`src/rtl/fft_uart_pkg.sv`:
```
// ---------------------------------------------------------------------------
// fft_uart_pkg
// Shared definitions for the UART <-> FFT framing blocks.
//   - state_t      : framer FSM encoding (ST_IDLE / ST_COLLECT / ST_FULL)
//   - DEF_*        : default geometry used as module parameter defaults
//   - FRAME_BYTES  : bytes per frame for the default geometry (2 bytes/sample)
//   - clog2()      : counter width helper, never returns less than 1
// ---------------------------------------------------------------------------
package fft_uart_pkg;

  localparam int DEF_FFT_SIZE      = 32;
  localparam int DEF_WORD_SIZE     = 16;
  localparam int DEF_DATA_LENGTH   = 8;
  localparam int DEF_CLOCK_PER_BIT = 868;
  localparam int DEF_TIMEOUT_BITS  = 40;

  localparam int FRAME_BYTES = 2 * DEF_FFT_SIZE;

  typedef enum logic [1:0] {
    ST_IDLE    = 2'd0,
    ST_COLLECT = 2'd1,
    ST_FULL    = 2'd2
  } state_t;

  // Bits needed to hold values 0..value-1; a 1-bit minimum keeps
  // degenerate parameterisations from producing zero-width vectors.
  function automatic int clog2(input int value);
    int w;
    w = 0;
    while ((1 << w) < value) begin
      w = w + 1;
    end
    return (w == 0) ? 1 : w;
  endfunction

endpackage

```
`src/rtl/uart_idle_timer.sv`:
```
// ---------------------------------------------------------------------------
// uart_idle_timer
// Counts idle clocks between received bytes and flags the clock on which the
// count reaches LIMIT.
// Ports:
//   i_clk      system clock (rising edge)
//   i_rst      synchronous, active-low reset
//   i_clear    restart the count from zero (has priority over i_tick)
//   i_tick     count this clock as idle
//   o_expired  high for the clock whose tick takes the count to LIMIT
// The count saturates at LIMIT rather than wrapping, so a caller that keeps
// ticking never sees a second expiry without an intervening clear.
// ---------------------------------------------------------------------------
module uart_idle_timer
  import fft_uart_pkg::*;
#(
  parameter int LIMIT = DEF_CLOCK_PER_BIT * DEF_TIMEOUT_BITS
) (
  input  logic i_clk,
  input  logic i_rst,
  input  logic i_clear,
  input  logic i_tick,
  output logic o_expired
);

  localparam int CNT_W = clog2(LIMIT + 1);
  localparam logic [CNT_W-1:0] LAST_IDLE = CNT_W'(LIMIT - 1);
  localparam logic [CNT_W-1:0] SAT_VALUE = CNT_W'(LIMIT);

  logic [CNT_W-1:0] idle_count;

  // Expiry is decoded combinationally so the framer can act on the very edge
  // the limit is reached; a clear on that same clock suppresses it, which is
  // how a late byte wins over the timeout.
  assign o_expired = i_tick && !i_clear && (idle_count == LAST_IDLE);

  // Idle counter: clear first, then saturating increment.
  always_ff @(posedge i_clk) begin
    if (!i_rst) begin
      idle_count <= '0;
    end else if (i_clear) begin
      idle_count <= '0;
    end else if (i_tick && (idle_count != SAT_VALUE)) begin
      idle_count <= idle_count + CNT_W'(1);
    end
  end

endmodule

```
`src/rtl/uart_frame_assembler.sv`:
```
// ---------------------------------------------------------------------------
// uart_frame_assembler
// Input-side framer for the FFT datapath. Packs the UART byte stream (low
// byte first) into WORD_SIZE-bit samples, buffers FFT_SIZE samples and offers
// them as one frame with a valid/ack handshake. A partial frame is dropped
// after TIMEOUT_BITS bit times of silence so the host can always resync.
// Ports:
//   i_clk          system clock (rising edge)
//   i_rst          synchronous, active-low reset
//   i_byte         received byte, sampled when i_byte_valid=1
//   i_byte_valid   one-cycle strobe per received byte
//   i_frame_ack    consumer took the frame (only honoured while frame valid)
//   o_frame        packed frame, sample k at [k*WORD_SIZE +: WORD_SIZE]
//   o_frame_valid  frame complete and held stable
//   o_byte_count   bytes accepted into the current frame (0..2*FFT_SIZE)
//   o_overrun      one-cycle pulse: byte dropped while a frame is pending
//   o_timeout      one-cycle pulse: partial frame discarded
// ---------------------------------------------------------------------------
module uart_frame_assembler
  import fft_uart_pkg::*;
#(
  parameter int FFT_SIZE      = DEF_FFT_SIZE,
  parameter int WORD_SIZE     = DEF_WORD_SIZE,
  parameter int DATA_LENGTH   = DEF_DATA_LENGTH,
  parameter int CLOCK_PER_BIT = DEF_CLOCK_PER_BIT,
  parameter int TIMEOUT_BITS  = DEF_TIMEOUT_BITS
) (
  input  logic                          i_clk,
  input  logic                          i_rst,
  input  logic [DATA_LENGTH-1:0]        i_byte,
  input  logic                          i_byte_valid,
  input  logic                          i_frame_ack,
  output logic [FFT_SIZE*WORD_SIZE-1:0] o_frame,
  output logic                          o_frame_valid,
  output logic [6:0]                    o_byte_count,
  output logic                          o_overrun,
  output logic                          o_timeout
);

  localparam int N_BYTES       = 2 * FFT_SIZE;
  localparam int FRAME_W       = FFT_SIZE * WORD_SIZE;
  localparam int TIMEOUT_LIMIT = CLOCK_PER_BIT * TIMEOUT_BITS;

  localparam logic [6:0] LAST_BYTE = 7'(N_BYTES - 1);

  state_t             state;
  logic [6:0]         byte_count;
  logic [FRAME_W-1:0] frame;
  logic               frame_valid;
  logic               overrun;
  logic               timeout;

  logic               wr_en;
  logic [6:0]         wr_idx;

  logic               idle_clear;
  logic               idle_tick;
  logic               idle_expired;

  // The timer only runs while a partial frame is open. Any other state, and
  // every accepted byte, restarts it so a new frame always gets the full
  // timeout window.
  assign idle_tick  = (state == ST_COLLECT) && !i_byte_valid;
  assign idle_clear = (state != ST_COLLECT) || i_byte_valid;

  uart_idle_timer #(
    .LIMIT(TIMEOUT_LIMIT)
  ) u_idle_timer (
    .i_clk     (i_clk),
    .i_rst     (i_rst),
    .i_clear   (idle_clear),
    .i_tick    (idle_tick),
    .o_expired (idle_expired)
  );

  // Byte write decode. The byte index equals the running count, and because
  // a sample is exactly two bytes, byte n lands in sample n/2, low half for
  // even n. A byte arriving with the ack of a full frame restarts at index 0.
  always_comb begin
    wr_en  = 1'b0;
    wr_idx = byte_count;
    case (state)
      ST_IDLE:    wr_en = i_byte_valid;
      ST_COLLECT: wr_en = i_byte_valid;
      ST_FULL: begin
        wr_en  = i_byte_valid && i_frame_ack;
        wr_idx = '0;
      end
      default: begin
        wr_en  = 1'b0;
        wr_idx = '0;
      end
    endcase
  end

  // Frame storage: flat register bank written one byte lane at a time.
  // Not cleared on timeout; stale lanes are simply overwritten by the next
  // frame before it can become valid.
  always_ff @(posedge i_clk) begin
    if (!i_rst) begin
      frame <= '0;
    end else if (wr_en) begin
      for (int b = 0; b < N_BYTES; b++) begin
        if (wr_idx == 7'(b)) begin
          frame[b*DATA_LENGTH +: DATA_LENGTH] <= i_byte;
        end
      end
    end
  end

  // Framer FSM with registered handshake and status pulses.
  // In COLLECT an arriving byte is tested before the timer expiry, so a byte
  // landing on the expiry clock is kept (the timer also suppresses expiry
  // when cleared, this ordering makes the intent explicit here too).
  always_ff @(posedge i_clk) begin
    if (!i_rst) begin
      state       <= ST_IDLE;
      byte_count  <= '0;
      frame_valid <= 1'b0;
      overrun     <= 1'b0;
      timeout     <= 1'b0;
    end else begin
      overrun <= 1'b0;
      timeout <= 1'b0;
      case (state)
        ST_IDLE: begin
          if (i_byte_valid) begin
            byte_count <= 7'd1;
            state      <= ST_COLLECT;
          end
        end

        ST_COLLECT: begin
          if (i_byte_valid) begin
            byte_count <= byte_count + 7'd1;
            if (byte_count == LAST_BYTE) begin
              state       <= ST_FULL;
              frame_valid <= 1'b1;
            end
          end else if (idle_expired) begin
            byte_count <= '0;
            state      <= ST_IDLE;
            timeout    <= 1'b1;
          end
        end

        ST_FULL: begin
          if (i_frame_ack) begin
            frame_valid <= 1'b0;
            if (i_byte_valid) begin
              byte_count <= 7'd1;
              state      <= ST_COLLECT;
            end else begin
              byte_count <= '0;
              state      <= ST_IDLE;
            end
          end else if (i_byte_valid) begin
            overrun <= 1'b1;
          end
        end

        default: begin
          state       <= ST_IDLE;
          byte_count  <= '0;
          frame_valid <= 1'b0;
        end
      endcase
    end
  end

  assign o_frame       = frame;
  assign o_frame_valid = frame_valid;
  assign o_byte_count  = byte_count;
  assign o_overrun     = overrun;
  assign o_timeout     = timeout;

endmodule

```
`config.mk`:
```
export PLATFORM = sky130hd
export DESIGN_NAME = uart_frame_assembler
export DESIGN_NICKNAME = d
export VERILOG_FILES = /design/src/rtl/fft_uart_pkg.sv /design/src/rtl/uart_idle_timer.sv /design/src/rtl/uart_frame_assembler.sv
export SDC_FILE = /design/constraint.sdc
export NUM_CORES = 1
export LEC_CHECK = 0
export CAP_MARGIN = 20
export CORE_MARGIN = 3
export CORE_UTILIZATION = 44
export CTS_CLUSTER_DIAMETER = 40
export DETAILED_ROUTE_END_ITERATION = 12
export HOLD_SLACK_MARGIN = 0.02
export PLACE_DENSITY = 0.75
export SLEW_MARGIN = 30
export SYNTH_ARGS = -nofsm -noshare
export SYNTH_HDL_FRONTEND = slang
export SYNTH_SLANG_ARGS = --single-unit
```
`constraint.sdc`:
```
create_clock -name i_clk -period 2.2 [get_ports i_clk]
set_input_delay 0.66 -clock i_clk [delete_from_list [all_inputs] [get_ports i_clk]]
set_output_delay 0.66 -clock i_clk [all_outputs]
set_load 0.02 [all_outputs]
```
# == Yosys cells after proc, flatten, opt, wreduce, memory -nomap -nowiden ==
# Index checks and enable logic that the tools add are counted.
# op_classes
n_addsub,2
eq_ne,75
muxes,21
bitwise_logic,4
n_reduce_logical,81
# op_table
operator,count
equality test 7 x 6 -> 1 bit (second input constant),33
AND reduction 2 bit,64
equality test 7 x 5 -> 1 bit (second input constant),16
equality test 7 x 4 -> 1 bit (second input constant),8
two-way mux 7 bit,5
equality test 7 x 3 -> 1 bit (second input constant),4
case mux 7 bit (3 select lines),1
adder 16 x 1 -> 16 bit (second input constant),1
equality test 16 bit (second input constant),1
!= test 16 bit (second input constant),1
equality test 7 x 2 -> 1 bit (second input constant),2
two-way mux 2 bit,5
AND reduction 4 bit,2
adder 7 x 1 -> 7 bit (second input constant),1
equality test 7 x 1 -> 1 bit (second input constant),1
logical NOT 7 bit,1
two-way mux 1 bit,7
!= test 2 bit (second input constant),3
case mux 2 bit (3 select lines),1
OR reduction 3 bit,2
logical AND 1 bit,5
!= test 2 x 1 -> 1 bit (second input constant),2
inverter 1 bit,4
OR reduction 2 bit,2
other kinds (10),11
# totals
reg_bits,540
output_inout_bits,522
inputBits,12

# == Longest topological paths before layout ==
# Gate-level depths: netlist of the first run.
# logic_depth
depth_word,8
ltp_mapped,7
mapped_depth_nobuf,5

# == Hierarchy ==
# From an unflattened synthesis of the first run, not the netlist that was laid out.
# hier_totals
hier_cells,1969
hier_area_um2,21354.2
# modules_own_cells
mod,instances,cells_per_inst,area_per_inst_um2,seq_area_each_um2
uart_frame_assembler,1,1875,20538.4,10490.1
uart_idle_timer,1,94,815.8,320.3

# == Worst setup path after synthesis of the first run ==
# OpenSTA, ideal clock, no wires.
# synth_path
path_kind,input to register
from,input i_byte_valid
to,"register frame[352], in the netlist o_frame[352]"
setup_slack_ns,0.005
setup_ns,0.128
stages,5
t_arrival_ns,2.067
required_ns,2.072
path_cell_list,clkbuf_1 -> nand3_1 -> nor3_4 -> mux2i_1 -> nor2_1
# synth_via
elab_chain_cells,3
# synth_rtl
item,line_no,text
from (decl),uart_frame_assembler.sv:31,"input logic i_byte_valid,"
logical AND 1 bit,uart_frame_assembler.sv:86,wr_en = i_byte_valid && i_frame_ack;
case mux 1 bit (2 select lines) (*),uart_frame_assembler.sv:82,case (state)
AND reduction 2 bit (no source line) (*),-,
"to (signal, indexed assignment)",uart_frame_assembler.sv:105,frame[b*DATA_LENGTH +: DATA_LENGTH] <= i_byte;
to (decl),uart_frame_assembler.sv:48,logic [FRAME_W-1:0] frame;
# Mark *: on every way between the ends. The rest lies on a longest branch, timed or not.
# A chain may end at the register's enable or synchronous reset.

# == Worst setup path after layout of the first run ==
# layout_path
from,"register byte_count[1], in the netlist o_byte_count[1]"
to,output o_byte_count[1]
# layout_lines
item,line_no,text
from (decl),uart_frame_assembler.sv:47,logic [6:0] byte_count;
from (signal assigned),uart_frame_assembler.sv:135,byte_count <= byte_count + 7'd1;
to (decl),uart_frame_assembler.sv:35,"output logic [6:0] o_byte_count,"
# No word-level cell between the ends.

==> results of run 1 <==
[state kept, by name, indices dropped and copies added (netlist names)]
register / count
o_frame: 512
o_overrun: 1
u_idle_timer.idle_count: 16
state: 2
o_byte_count: 7
o_frame_valid: 1
o_timeout: 1
[worst reg2reg max path, cell delays in order (launching register included)]
cell                       delay [ns]
sky130_fd_sc_hd__dfxtp_1         0.36
sky130_fd_sc_hd__or4_1           0.58
sky130_fd_sc_hd__or4_4           0.54
sky130_fd_sc_hd__a21boi_4        0.32
sky130_fd_sc_hd__mux2i_1         0.22
[stage by stage]
stage	utilization, %	worst slack [ns]	total power (uW)	area, sq um
2_1_floorplan	-	0.00526	10500	20400
5_1_grt	65.2	0.000395	23500	29700
3_5_place_dp	61.0	-0.319	10900	27800
6_report	65.2	0.0669	22900	29700
3_3_place_gp	61.0	-0.307	10900	27800
4_1_cts	65.2	0.00521	23100	29700
[cell families (layout without fill, tap and decap cells)]
group           after synthesis  count (layout)  share of synthesized area (%)
mux                         481             481                           23.6
fa+ha+maj                     3               3                          0.184
xor+xnor                     10              10                          0.429
simple gates                667             667                           15.5
buf+inv                     168             819                           3.50
compound gates              116             116                           3.82
flops                       540             540                           53.0
[final cells by class]
type / instances / area [sq um]
Clock buffer: 94 / 2070
Multi-Input combinational cell: 1277 / 8940
Timing Repair Buffer: 674 / 6610
Fill cell: 3666 / 15900
Clock inverter: 44 / 502
Tap cell: 600 / 751
Sequential cell: 540 / 10800
Inverter: 7 / 33.8
[synthesized netlist by cell type, drive strengths merged, types with 3 or more instances]
master | instances | area [sq um]
nor2b | 5 | 31.3
xnor2 | 4 | 35.0
nand2 | 19 | 71.3
or2 | 3 | 18.8
o21ai | 40 | 200
nand3 | 62 | 340
dfxtp | 540 | 10800
ha | 3 | 37.5
nand3b | 4 | 30.0
nor2 | 495 | 1860
xor2 | 6 | 52.6
or4b | 3 | 33.8
nor4 | 5 | 31.3
a21oi | 38 | 190
nor4b | 3 | 41.3
nor3b | 3 | 27.5
buf | 49 | 265
nor4bb | 3 | 30.0
nand2b | 3 | 18.8
nor3 | 30 | 397
nand4 | 10 | 62.6
mux2i | 481 | 4810
or4 | 5 | 41.3
o21a | 3 | 22.5
o211ai | 15 | 168
a31oi | 4 | 25.0
o2111ai | 4 | 60.1
and2 | 3 | 18.8
clkbuf | 112 | 422
inv | 7 | 26.3
[routing by layer]
layer	routed length (um)	global-route usage, %
met1	26700	31.3
met2	33000	45.4
met3	5620	8.28
met4	2570	10.1
met5	0	0
[final timing paths]
path	endpoint	cells after the start
worst max-delay path	o_byte_count[1]	1
worst min-delay path	o_frame[128]	2
worst max register to register	o_byte_count[0]	4
worst min register to register	o_frame[128]	2
[power groups by stage]
| stage | logic [uW] | clock network [uW] | registers [uW] |
|---|---|---|---|
| 3_3_place_gp | 869 | 0 | 10000 |
| 2_1_floorplan | 447 | 0 | 10100 |
| 6_report | 870 | 12200 | 9830 |
| 5_1_grt | 917 | 12800 | 9830 |
| 3_5_place_dp | 876 | 0 | 10000 |
| 4_1_cts | 864 | 12400 | 9830 |
[what timing repair did]
| action | in CTS | in global routing |
|---|---|---|
| pin swaps | 0 | 1 |
| endpoints found under the setup margin | 522 | 4 |
| gates resized for setup | 532 | 1 |
==> impl_metrics.xml, run 1 <==
<?xml version="1.0" encoding="UTF-8"?>
<metrics>
  <group name="outcome">
    <metric name="run_status" unit="">completed</metric>
  </group>
  <group name="run">
    <metric name="cap_violations" unit="">0</metric>
  </group>
  <group name="pwr">
    <metric name="powerDensity" unit="nW/um^2">771</metric>
    <metric name="cellLeakagePower" unit="uW">0.0158</metric>
    <metric name="power.net_switching" unit="uW">5400</metric>
    <metric name="share_of_total_power_in_combinational_logic" unit="%">3.8</metric>
    <metric name="clock_network_fraction_of_design_power" unit="%">53.3</metric>
    <metric name="power_frac_seq" unit="%">42.9</metric>
    <metric name="power.share.switching" unit="%">23.6</metric>
    <metric name="ir_worst_vdd" unit="mV">0.854</metric>
    <metric name="cellInternalPower" unit="uW">17500</metric>
  </group>
  <group name="sta">
    <metric name="fmaxAchievable" unit="GHz">0.469</metric>
    <metric name="worstMarginPinSlew" unit="ns">0.582</metric>
    <metric name="fin_crit" unit="ns">2.13</metric>
    <metric name="grt_setup_unrepaired" unit="">no</metric>
    <metric name="finalCritPeriodShare" unit="%">97.0</metric>
    <metric name="setup-violations-final" unit="">0</metric>
    <metric name="timing.final.hold_violations" unit="">0</metric>
    <metric name="tns" unit="ns">0</metric>
    <metric name="timing_max_transition_violations_final" unit="">0</metric>
    <metric name="whs" unit="ns">0.469</metric>
    <metric name="worst_clock_skew" unit="ns">0.0270</metric>
    <metric name="timing.max_slew.rel_slack" unit="%">61.2</metric>
  </group>
  <group name="global_routing">
    <metric name="grt_first_pass_wirelength" unit="um">102000</metric>
    <metric name="globalRouteOverflowTotal" unit="">0</metric>
    <metric name="antenna_found_initial" unit="">0</metric>
    <metric name="grt_start_max_net_pins" unit="">88</metric>
    <metric name="grt_pass1_vias" unit="">16800</metric>
    <metric name="gr-usage-all-layers" unit="%">26.6</metric>
  </group>
  <group name="worst_hold_path">
    <metric name="min-delay-path-class" unit="">flop to flop</metric>
    <metric name="hold_path_startpoint" unit="">o_frame[128]</metric>
  </group>
  <group name="critical_path">
    <metric name="arrival" unit="ns">1.47</metric>
    <metric name="source_of_the_worst_register_to_register_timing_path" unit="">u_idle_timer.idle_count[6]</metric>
    <metric name="timing.critical_path.required" unit="ns">1.54</metric>
    <metric name="worst_setup_path_end_kind" unit="">output pin</metric>
    <metric name="crit_path_cell_trace" unit="">dlygate4sd2_1</metric>
    <metric name="regToRegSetupSlack" unit="ns">0.12</metric>
    <metric name="cp_num_buf_inv" unit="">1</metric>
    <metric name="critPathMaxFanout" unit="">2</metric>
    <metric name="timing.critical_path.slowest_cell_delay" unit="ns">0.50</metric>
    <metric name="crit_path_start_kind" unit="">flop</metric>
    <metric name="timing_worst_setup_path_type" unit="">flop to output pin</metric>
    <metric name="path_delay_family" unit="">buffers and inverters</metric>
    <metric name="crit_slowest_cell" unit="">sky130_fd_sc_hd__dlygate4sd2_1</metric>
    <metric name="cp-startpoint" unit="">o_byte_count[1]</metric>
  </group>
  <group name="route">
    <metric name="vias" unit="">17100</metric>
    <metric name="count_of_nets_left_with_antenna_violations_after_detail_routing" unit="">0</metric>
    <metric name="drt-total-wl" unit="um">67900</metric>
    <metric name="number_of_drc_markers_in_iteration_0" unit="">903</metric>
    <metric name="drtPass1Iterations" unit="">7</metric>
    <metric name="avgViaCountPerCell" unit="">5.28</metric>
    <metric name="wl_per_cell" unit="um">21.0</metric>
    <metric name="drc_errors" unit="">0</metric>
  </group>
  <group name="clock_tree">
    <metric name="cts_setup_buffers" unit="">0</metric>
    <metric name="number_of_buffers_on_the_longest_clock_path" unit="">3</metric>
    <metric name="clock_network_latency_to_the_later_pin_of_the_worst_skew_pair" unit="ns">0.61</metric>
    <metric name="cts-root-buf" unit="">sky130_fd_sc_hd__clkbuf_16</metric>
    <metric name="cts_hold_buf" unit="">0</metric>
    <metric name="cts_buffers" unit="">76</metric>
    <metric name="clkSlewWorstSetupHoldPaths" unit="ns">0.06</metric>
    <metric name="clkSinkCount" unit="">540</metric>
    <metric name="tritoncts_clock_tree" unit="">done</metric>
    <metric name="cts_htree_levels" unit="">3</metric>
  </group>
  <group name="cells_and_area">
    <metric name="p_r_area_growth_vs_syn" unit="%">45.7</metric>
    <metric name="finalNetCount" unit="">2591</metric>
    <metric name="diodes" unit="">0</metric>
    <metric name="mostFrequentLayoutCells" unit="">536 x sky130_fd_sc_hd__dfxtp_1, 518 x sky130_fd_sc_hd__dlygate4sd2_1, 495 x sky130_fd_sc_hd__nor2_1</metric>
    <metric name="final_layout_size_suffix_gt1_share" unit="%">13.2</metric>
    <metric name="final-instance-count-excl-fill" unit="">3236</metric>
    <metric name="most_common_library_cell_in_the_layout_ignoring_fill_and_taps" unit="">sky130_fd_sc_hd__dfxtp_1</metric>
  </group>
  <group name="yosys">
    <metric name="ys_async_sr_fraction" unit="%">0</metric>
    <metric name="number_of_flops_mapped_to_enable_cells_by_yosys" unit="">0</metric>
    <metric name="synthesis.yosys.warnings" unit="">0</metric>
    <metric name="ys_ff_latch" unit="">540</metric>
    <metric name="postSynthNetCount" unit="">2000</metric>
    <metric name="ys.flop_type" unit="">sky130_fd_sc_hd__dfxtp_1</metric>
    <metric name="post_synth.cell_area_avg" unit="sq um">10.3</metric>
    <metric name="netlist_area_before_placement" unit="sq um">20400</metric>
    <metric name="yosysSeqAreaShare" unit="%">53.0</metric>
    <metric name="ys_types" unit="">65</metric>
    <metric name="syn-instance-count" unit="">1985</metric>
  </group>
  <group name="floorplanning">
    <metric name="die_area" unit="sq um">49000</metric>
    <metric name="die_x" unit="um">221</metric>
    <metric name="floorplan.initialDensity" unit="%">44.8</metric>
    <metric name="io_pins" unit="">534</metric>
    <metric name="core_area" unit="sq um">45600</metric>
    <metric name="std_cell_rows" unit="">78</metric>
    <metric name="die_h" unit="um">221</metric>
  </group>
  <group name="place">
    <metric name="portBuffers" unit="">533</metric>
    <metric name="detailed_place_hpwl" unit="um">44900</metric>
    <metric name="numPlacedInstances" unit="">3098</metric>
    <metric name="finalWeightedCongestion" unit="">0.842</metric>
  </group>
</metrics>
No activity file was read; power rests on OpenSTA's default activity.
==> inputs of run 2 (changes only) <==
--- a/config.mk
+++ b/config.mk
@@ -7,11 +7,11 @@
 export LEC_CHECK = 0
 export CAP_MARGIN = 20
 export CORE_MARGIN = 3
-export CORE_UTILIZATION = 44
-export CTS_CLUSTER_DIAMETER = 40
+export CORE_UTILIZATION = 40
+export CTS_CLUSTER_DIAMETER = 100
 export DETAILED_ROUTE_END_ITERATION = 12
 export HOLD_SLACK_MARGIN = 0.02
-export PLACE_DENSITY = 0.75
+export PLACE_DENSITY = 0.69
 export SLEW_MARGIN = 30
 export SYNTH_ARGS = -nofsm -noshare
 export SYNTH_HDL_FRONTEND = slang
==> run 2 against run 1 <==
Die area up 9.7%. Largest cell class unchanged. Global-route usage down 1.8 points. Design area down 1.5%. Worst setup slack better by 0.033 ns. Sequential power about the same. Sequential cell count unchanged. Clock-buffer cell count down 13.
==> impl_metrics.xml, run 2 (synthesized netlist as in run 1, its figures left out) <==
<?xml version="1.0" encoding="UTF-8"?>
<metrics>
  <group name="cells_and_area">
    <metric name="mostFrequentLayoutCells" unit="">538 x sky130_fd_sc_hd__dfxtp_1, 518 x sky130_fd_sc_hd__dlygate4sd2_1, 495 x sky130_fd_sc_hd__nor2_1</metric>
    <metric name="final-instance-count-excl-fill" unit="">3270</metric>
    <metric name="final_core_util" unit="%">58.2</metric>
    <metric name="most_common_library_cell_in_the_layout_ignoring_fill_and_taps" unit="">sky130_fd_sc_hd__dfxtp_1</metric>
    <metric name="diodes" unit="">0</metric>
    <metric name="p_r_area_growth_vs_syn" unit="%">43.4</metric>
    <metric name="area.sequential" unit="sq um">10800</metric>
    <metric name="post-route-cell-area" unit="sq um">29300</metric>
    <metric name="largest_reg_flops" unit="">512</metric>
    <metric name="multi_input_area" unit="sq um">8940</metric>
    <metric name="finalNetCount" unit="">2567</metric>
    <metric name="fillers" unit="">4432</metric>
    <metric name="final_layout_size_suffix_gt1_share" unit="%">11.8</metric>
  </group>
  <group name="floorplanning">
    <metric name="die_x" unit="um">232</metric>
    <metric name="die_h" unit="um">232</metric>
    <metric name="std_cell_rows" unit="">82</metric>
    <metric name="core_area" unit="sq um">50300</metric>
    <metric name="die_area" unit="sq um">53800</metric>
    <metric name="io_pins" unit="">534</metric>
    <metric name="floorplan.initialDensity" unit="%">40.6</metric>
  </group>
  <group name="place">
    <metric name="detailed_place_hpwl" unit="um">46600</metric>
    <metric name="finalWeightedCongestion" unit="">0.867</metric>
    <metric name="numPlacedInstances" unit="">3167</metric>
    <metric name="detailed_place.area" unit="sq um">27900</metric>
    <metric name="portBuffers" unit="">533</metric>
  </group>
  <group name="sta">
    <metric name="fin_crit" unit="ns">2.10</metric>
    <metric name="timing.final.hold_violations" unit="">0</metric>
    <metric name="fmaxAchievable" unit="GHz">0.476</metric>
    <metric name="whs" unit="ns">0.477</metric>
    <metric name="timing.max_slew.rel_slack" unit="%">59.8</metric>
    <metric name="grt_setup_unrepaired" unit="">no</metric>
    <metric name="finalCritPeriodShare" unit="%">95.5</metric>
    <metric name="setup-violations-final" unit="">0</metric>
    <metric name="tns" unit="ns">0</metric>
    <metric name="worst_clock_skew" unit="ns">0.0194</metric>
    <metric name="timing_max_transition_violations_final" unit="">0</metric>
    <metric name="worstMarginPinSlew" unit="ns">0.601</metric>
  </group>
  <group name="run">
    <metric name="cap_violations" unit="">0</metric>
  </group>
  <group name="global_routing">
    <metric name="gr-usage-all-layers" unit="%">24.7</metric>
    <metric name="antenna_found_initial" unit="">0</metric>
    <metric name="globalRouteOverflowTotal" unit="">0</metric>
    <metric name="grt_start_max_net_pins" unit="">109</metric>
    <metric name="grt_pass1_vias" unit="">16600</metric>
    <metric name="grt_first_pass_wirelength" unit="um">103000</metric>
  </group>
  <group name="route">
    <metric name="avgViaCountPerCell" unit="">5.10</metric>
    <metric name="number_of_drc_markers_in_iteration_0" unit="">980</metric>
    <metric name="count_of_nets_left_with_antenna_violations_after_detail_routing" unit="">0</metric>
    <metric name="drc_errors" unit="">0</metric>
    <metric name="wl_per_cell" unit="um">21.1</metric>
    <metric name="top_layer_used" unit="">met4</metric>
    <metric name="drtPass1Iterations" unit="">5</metric>
    <metric name="wl_met3" unit="um">4930</metric>
    <metric name="vias" unit="">16700</metric>
    <metric name="m1WireLength" unit="um">27800</metric>
    <metric name="length_of_routed_met2_wiring" unit="um">34100</metric>
    <metric name="drt-total-wl" unit="um">69000</metric>
  </group>
  <group name="clock_tree">
    <metric name="clkSinkCount" unit="">540</metric>
    <metric name="cts_buffers" unit="">55</metric>
    <metric name="number_of_buffers_on_the_longest_clock_path" unit="">3</metric>
    <metric name="cts-root-buf" unit="">sky130_fd_sc_hd__clkbuf_16</metric>
    <metric name="clkSlewWorstSetupHoldPaths" unit="ns">0.06</metric>
    <metric name="clock_network_latency_to_the_later_pin_of_the_worst_skew_pair" unit="ns">0.60</metric>
    <metric name="tritoncts_clock_tree" unit="">done</metric>
    <metric name="cts_setup_buffers" unit="">0</metric>
    <metric name="cts_htree_levels" unit="">2</metric>
  </group>
  <group name="critical_path">
    <metric name="crit_path_cell_trace" unit="">dlygate4sd2_1</metric>
    <metric name="critPathMaxFanout" unit="">4</metric>
    <metric name="crit_slowest_cell" unit="">sky130_fd_sc_hd__dlygate4sd2_1</metric>
    <metric name="worst_setup_path_end_kind" unit="">output pin</metric>
    <metric name="crit_path_start_kind" unit="">flop</metric>
    <metric name="cp_num_buf_inv" unit="">1</metric>
    <metric name="timing.critical_path.slowest_cell_delay" unit="ns">0.47</metric>
    <metric name="arrival" unit="ns">1.44</metric>
    <metric name="timing.critical_path.required" unit="ns">1.54</metric>
    <metric name="timing_worst_setup_path_type" unit="">flop to output pin</metric>
    <metric name="path_delay_family" unit="">buffers and inverters</metric>
  </group>
  <group name="worst_hold_path">
    <metric name="min-delay-path-class" unit="">flop to flop</metric>
  </group>
  <group name="pwr">
    <metric name="powerDensity" unit="nW/um^2">707</metric>
    <metric name="cellLeakagePower" unit="uW">0.0155</metric>
    <metric name="ir_worst_vdd" unit="mV">0.628</metric>
  </group>
  <group name="outcome">
    <metric name="run_status" unit="">completed</metric>
  </group>
</metrics>
-- run 2: worst paths after layout --
kind / start / cells past startpoint / to / slack (ns)
setup / recovery: o_byte_count[4] / 1 / o_byte_count[4] / 0.1
hold / removal: o_frame[387] / 2 / o_frame[387] / 0.48
setup reg to reg: u_idle_timer.idle_count[11] / 4 / o_byte_count[2] / 0.11
hold reg to reg: o_frame[387] / 2 / o_frame[387] / 0.48
-- run 2: what timing repair did --
item	CTS	global route
endpoints found under the setup margin	522	3
pin swaps	0	1
endpoints found under the hold margin	0	0
hold buffers	0	0
resized for setup	528	2
gates cloned	0	0
-- run 2: through the flow --
step	total power, uW	setup WS, ns
CTS	20900	0.0184
global placement	10900	-0.382
floorplan	10500	0.00526
global route	21300	0.00673
finish	20700	0.0996
detailed placement	10900	-0.427
-- run 2: layout make-up --
class	count	share of cell area [%]
clock buffer	81	5.62
clock inverter	22	1.09
multi-input combinational	1277	30.5
inverter	7	0.115
sequential	540	36.9
timing repair buffer	671	22.8
tap	672	2.87
-- run 2: power by group --
group,leakage [uW],switching (uW),internal (uW)
logic,0.0102,623,253
registers,0.00435,22.3,9800
clock network,0.000975,3980,6020
-- run 2: routing by layer --
| layer | GRT usage, % | vias to the layer above |
|---|---|---|
| li1 | - | 7869 |
| met1 | 29.7 | 8134 |
| met2 | 43.4 | 547 |
| met3 | 6.53 | 117 |
| met4 | 7.18 | 0 |
| met5 | 0 | - |
-- run 2: tightest hold or removal path, stage by stage (launching register included) --
cell and delay [ns]:
sky130_fd_sc_hd__dfxtp_1 0.30, sky130_fd_sc_hd__o21ai_0 0.06, sky130_fd_sc_hd__a21oi_1 0.06
==> inputs of run 3 (changes only) <==
--- a/config.mk
+++ b/config.mk
@@ -5,6 +5,7 @@
 export SDC_FILE = /design/constraint.sdc
 export NUM_CORES = 1
 export LEC_CHECK = 0
+export ABC_CLOCK_PERIOD_IN_PS = 2200
 export CAP_MARGIN = 20
 export CORE_MARGIN = 3
 export CORE_UTILIZATION = 40
==> constraint.sdc (replaced) <==
create_clock -name i_clk -period 2.2 [get_ports i_clk]
set_input_delay 0.66 -clock i_clk [delete_from_list [all_inputs] [get_ports i_clk]]
set_output_delay 0.66 -clock i_clk [all_outputs]
set_load 0.05 [all_outputs]
==> run 3 against run 2 <==
Combinational power grew 9.8%. Sequential power is essentially flat. Via count is essentially flat. Clock skew grew 0.015 ns. Wire length shrank 1.5%. Clock power shrank 7%. Sequential cell count is the same. Core utilization shrank 0.75 points. First-iteration DRC count shrank 6.4%. Maximum frequency shrank 2.6%. Critical path type unchanged. Largest power group is now sequential cells. Highest routed layer is now met5.
==> impl_metrics.xml, run 3 (synthesized netlist as in run 1, its figures left out) <==
<?xml version="1.0" encoding="UTF-8"?>
<metrics>
  <group name="critical_path">
    <metric name="arrival" unit="ns">1.50</metric>
    <metric name="cp_num_buf_inv" unit="">1</metric>
    <metric name="crit_slowest_cell" unit="">sky130_fd_sc_hd__clkdlybuf4s15_1</metric>
    <metric name="critPathMaxFanout" unit="">2</metric>
    <metric name="crit_path_cell_trace" unit="">clkdlybuf4s15_1</metric>
    <metric name="worst_setup_path_end_kind" unit="">output pin</metric>
    <metric name="timing.critical_path.required" unit="ns">1.54</metric>
    <metric name="timing.critical_path.slowest_cell_delay" unit="ns">0.54</metric>
    <metric name="timing_worst_setup_path_type" unit="">flop to output pin</metric>
    <metric name="path_delay_family" unit="">buffers and inverters</metric>
    <metric name="regToRegSetupSlack" unit="ns">0.09</metric>
    <metric name="crit_path_start_kind" unit="">flop</metric>
  </group>
  <group name="cells_and_area">
    <metric name="final-instance-count-excl-fill" unit="">3267</metric>
    <metric name="p_r_area_growth_vs_syn" unit="%">41.6</metric>
    <metric name="finalNetCount" unit="">2569</metric>
    <metric name="most_common_library_cell_in_the_layout_ignoring_fill_and_taps" unit="">sky130_fd_sc_hd__dfxtp_1</metric>
    <metric name="mostFrequentLayoutCells" unit="">533 x sky130_fd_sc_hd__dfxtp_1, 495 x sky130_fd_sc_hd__nor2_1, 481 x sky130_fd_sc_hd__mux2i_1</metric>
    <metric name="largest_reg_flops" unit="">512</metric>
    <metric name="area.sequential" unit="sq um">10800</metric>
    <metric name="diodes" unit="">0</metric>
    <metric name="final_layout_size_suffix_gt1_share" unit="%">22.1</metric>
    <metric name="multi_input_area" unit="sq um">8940</metric>
    <metric name="fillers" unit="">4323</metric>
  </group>
  <group name="global_routing">
    <metric name="gr-usage-all-layers" unit="%">24.3</metric>
    <metric name="grt_start_max_net_pins" unit="">110</metric>
    <metric name="grt_first_pass_wirelength" unit="um">101000</metric>
    <metric name="grt_pass1_vias" unit="">16400</metric>
    <metric name="antenna_found_initial" unit="">1</metric>
    <metric name="globalRouteOverflowTotal" unit="">0</metric>
  </group>
  <group name="sta">
    <metric name="setup-violations-final" unit="">0</metric>
    <metric name="timing.max_slew.rel_slack" unit="%">57.5</metric>
    <metric name="finalWorstSetupSlack" unit="ns">0.0440</metric>
    <metric name="timing_max_transition_violations_final" unit="">0</metric>
    <metric name="worst_clock_skew" unit="ns">0.0346</metric>
    <metric name="worstMarginPinSlew" unit="ns">0.637</metric>
    <metric name="timing.final.hold_violations" unit="">0</metric>
    <metric name="fin_crit" unit="ns">2.16</metric>
    <metric name="whs" unit="ns">0.477</metric>
    <metric name="grt_setup_unrepaired" unit="">no</metric>
    <metric name="fmaxAchievable" unit="GHz">0.464</metric>
    <metric name="finalCritPeriodShare" unit="%">98.0</metric>
    <metric name="tns" unit="ns">0</metric>
  </group>
  <group name="route">
    <metric name="drc_errors" unit="">0</metric>
    <metric name="number_of_drc_markers_in_iteration_0" unit="">917</metric>
    <metric name="wl_per_cell" unit="um">20.8</metric>
    <metric name="drt-total-wl" unit="um">68000</metric>
    <metric name="vias" unit="">16700</metric>
    <metric name="count_of_nets_left_with_antenna_violations_after_detail_routing" unit="">0</metric>
    <metric name="drtPass1Iterations" unit="">7</metric>
    <metric name="avgViaCountPerCell" unit="">5.11</metric>
  </group>
  <group name="floorplanning">
    <metric name="floorplan.initialDensity" unit="%">40.6</metric>
    <metric name="die_area" unit="sq um">53800</metric>
    <metric name="die_h" unit="um">232</metric>
    <metric name="die_x" unit="um">232</metric>
    <metric name="std_cell_rows" unit="">82</metric>
    <metric name="core_area" unit="sq um">50300</metric>
    <metric name="io_pins" unit="">534</metric>
  </group>
  <group name="run">
    <metric name="cap_violations" unit="">0</metric>
  </group>
  <group name="clock_tree">
    <metric name="clock_network_latency_to_the_later_pin_of_the_worst_skew_pair" unit="ns">0.60</metric>
    <metric name="clkSinkCount" unit="">540</metric>
    <metric name="cts_htree_levels" unit="">2</metric>
    <metric name="clkSlewWorstSetupHoldPaths" unit="ns">0.06</metric>
    <metric name="cts_hold_buf" unit="">0</metric>
    <metric name="cts_buffers" unit="">55</metric>
    <metric name="number_of_buffers_on_the_longest_clock_path" unit="">3</metric>
    <metric name="tritoncts_clock_tree" unit="">done</metric>
    <metric name="cts-root-buf" unit="">sky130_fd_sc_hd__clkbuf_16</metric>
  </group>
  <group name="outcome">
    <metric name="run_status" unit="">completed</metric>
  </group>
  <group name="pwr">
    <metric name="ir_worst_vdd" unit="mV">0.573</metric>
    <metric name="cellLeakagePower" unit="uW">0.0146</metric>
    <metric name="fin_total_pwr" unit="uW">20100</metric>
    <metric name="powerDensity" unit="nW/um^2">696</metric>
  </group>
  <group name="place">
    <metric name="detailed_place_hpwl" unit="um">45200</metric>
    <metric name="pre_cts_ws" unit="ns">-0.365</metric>
    <metric name="numPlacedInstances" unit="">3168</metric>
    <metric name="portBuffers" unit="">533</metric>
    <metric name="finalWeightedCongestion" unit="">0.846</metric>
  </group>
  <group name="worst_hold_path">
    <metric name="min-delay-path-class" unit="">flop to flop</metric>
  </group>
</metrics>
run 3: cell count changes in the layout (fill, tap and decap cells not counted), sizes merged:
| cell | before | now |
|---|---|---|
| clkinv | 11 | 14 |
| buf | 146 | 414 |
| bufinv | 7 | 4 |
| clkdlybuf4s15 | 4 | 32 |
| inv | 11 | 8 |
| clkbuf | 81 | 82 |
| clkinvlp | 0 | 1 |
| dlygate4sd2 | 518 | 220 |
run 3: through the flow:
step	util, %	area (sq um)
after global routing	57.5	28900
after global placement	54.4	27400
after floorplan	-	20400
final	57.5	28900
after detailed placement	54.4	27400
after CTS	57.4	28800
run 3: worst reg2reg max path, cell delays in order, from the launching register on:
cell and delay [ns]:
sky130_fd_sc_hd__dfxtp_1 0.37, sky130_fd_sc_hd__or4_1 0.59, sky130_fd_sc_hd__or4_4 0.55, sky130_fd_sc_hd__a21boi_4 0.25
sky130_fd_sc_hd__buf_12 0.15, sky130_fd_sc_hd__a31oi_1 0.08
run 3: final cells by class:
type                    count  area share (%)
clock inverters            20           0.780
repair buffers            673            22.3
inverters                   7           0.117
clock buffers              78            5.44
flip-flops and latches    540            37.5
well taps                 672            2.91
multi-input cells        1277            31.0
run 3: repair_timing:
item,4_1_cts,5_1_grt
setup buffers,0,1
pin swaps,0,1
setup endpoints to repair,258,35
gates cloned,0,0
gates resized for setup,261,38
run 3: worst paths after layout:
| kind | cells after the start | from | end |
|---|---|---|---|
| worst min-delay path | 2 | o_frame[260] | o_frame[260] |
| worst max register to register | 5 | u_idle_timer.idle_count[6] | o_byte_count[4] |
| worst max-delay path | 1 | o_frame[277] | o_frame[277] |
| worst min register to register | 2 | o_frame[260] | o_frame[260] |
run 3: report_power, final:
part	internal, uW	switching (uW)
Sequential	9800	23.1
Combinational	280	682
Clock	5440	3900
run 3: layer usage:
metal	global-route usage [%]	wire length, um	share of wire (%)
met5	0	13	0.019
met4	9.78	2830	4.2
met3	6.72	4980	7.3
met2	40.7	32300	47
met1	29.7	27900	41
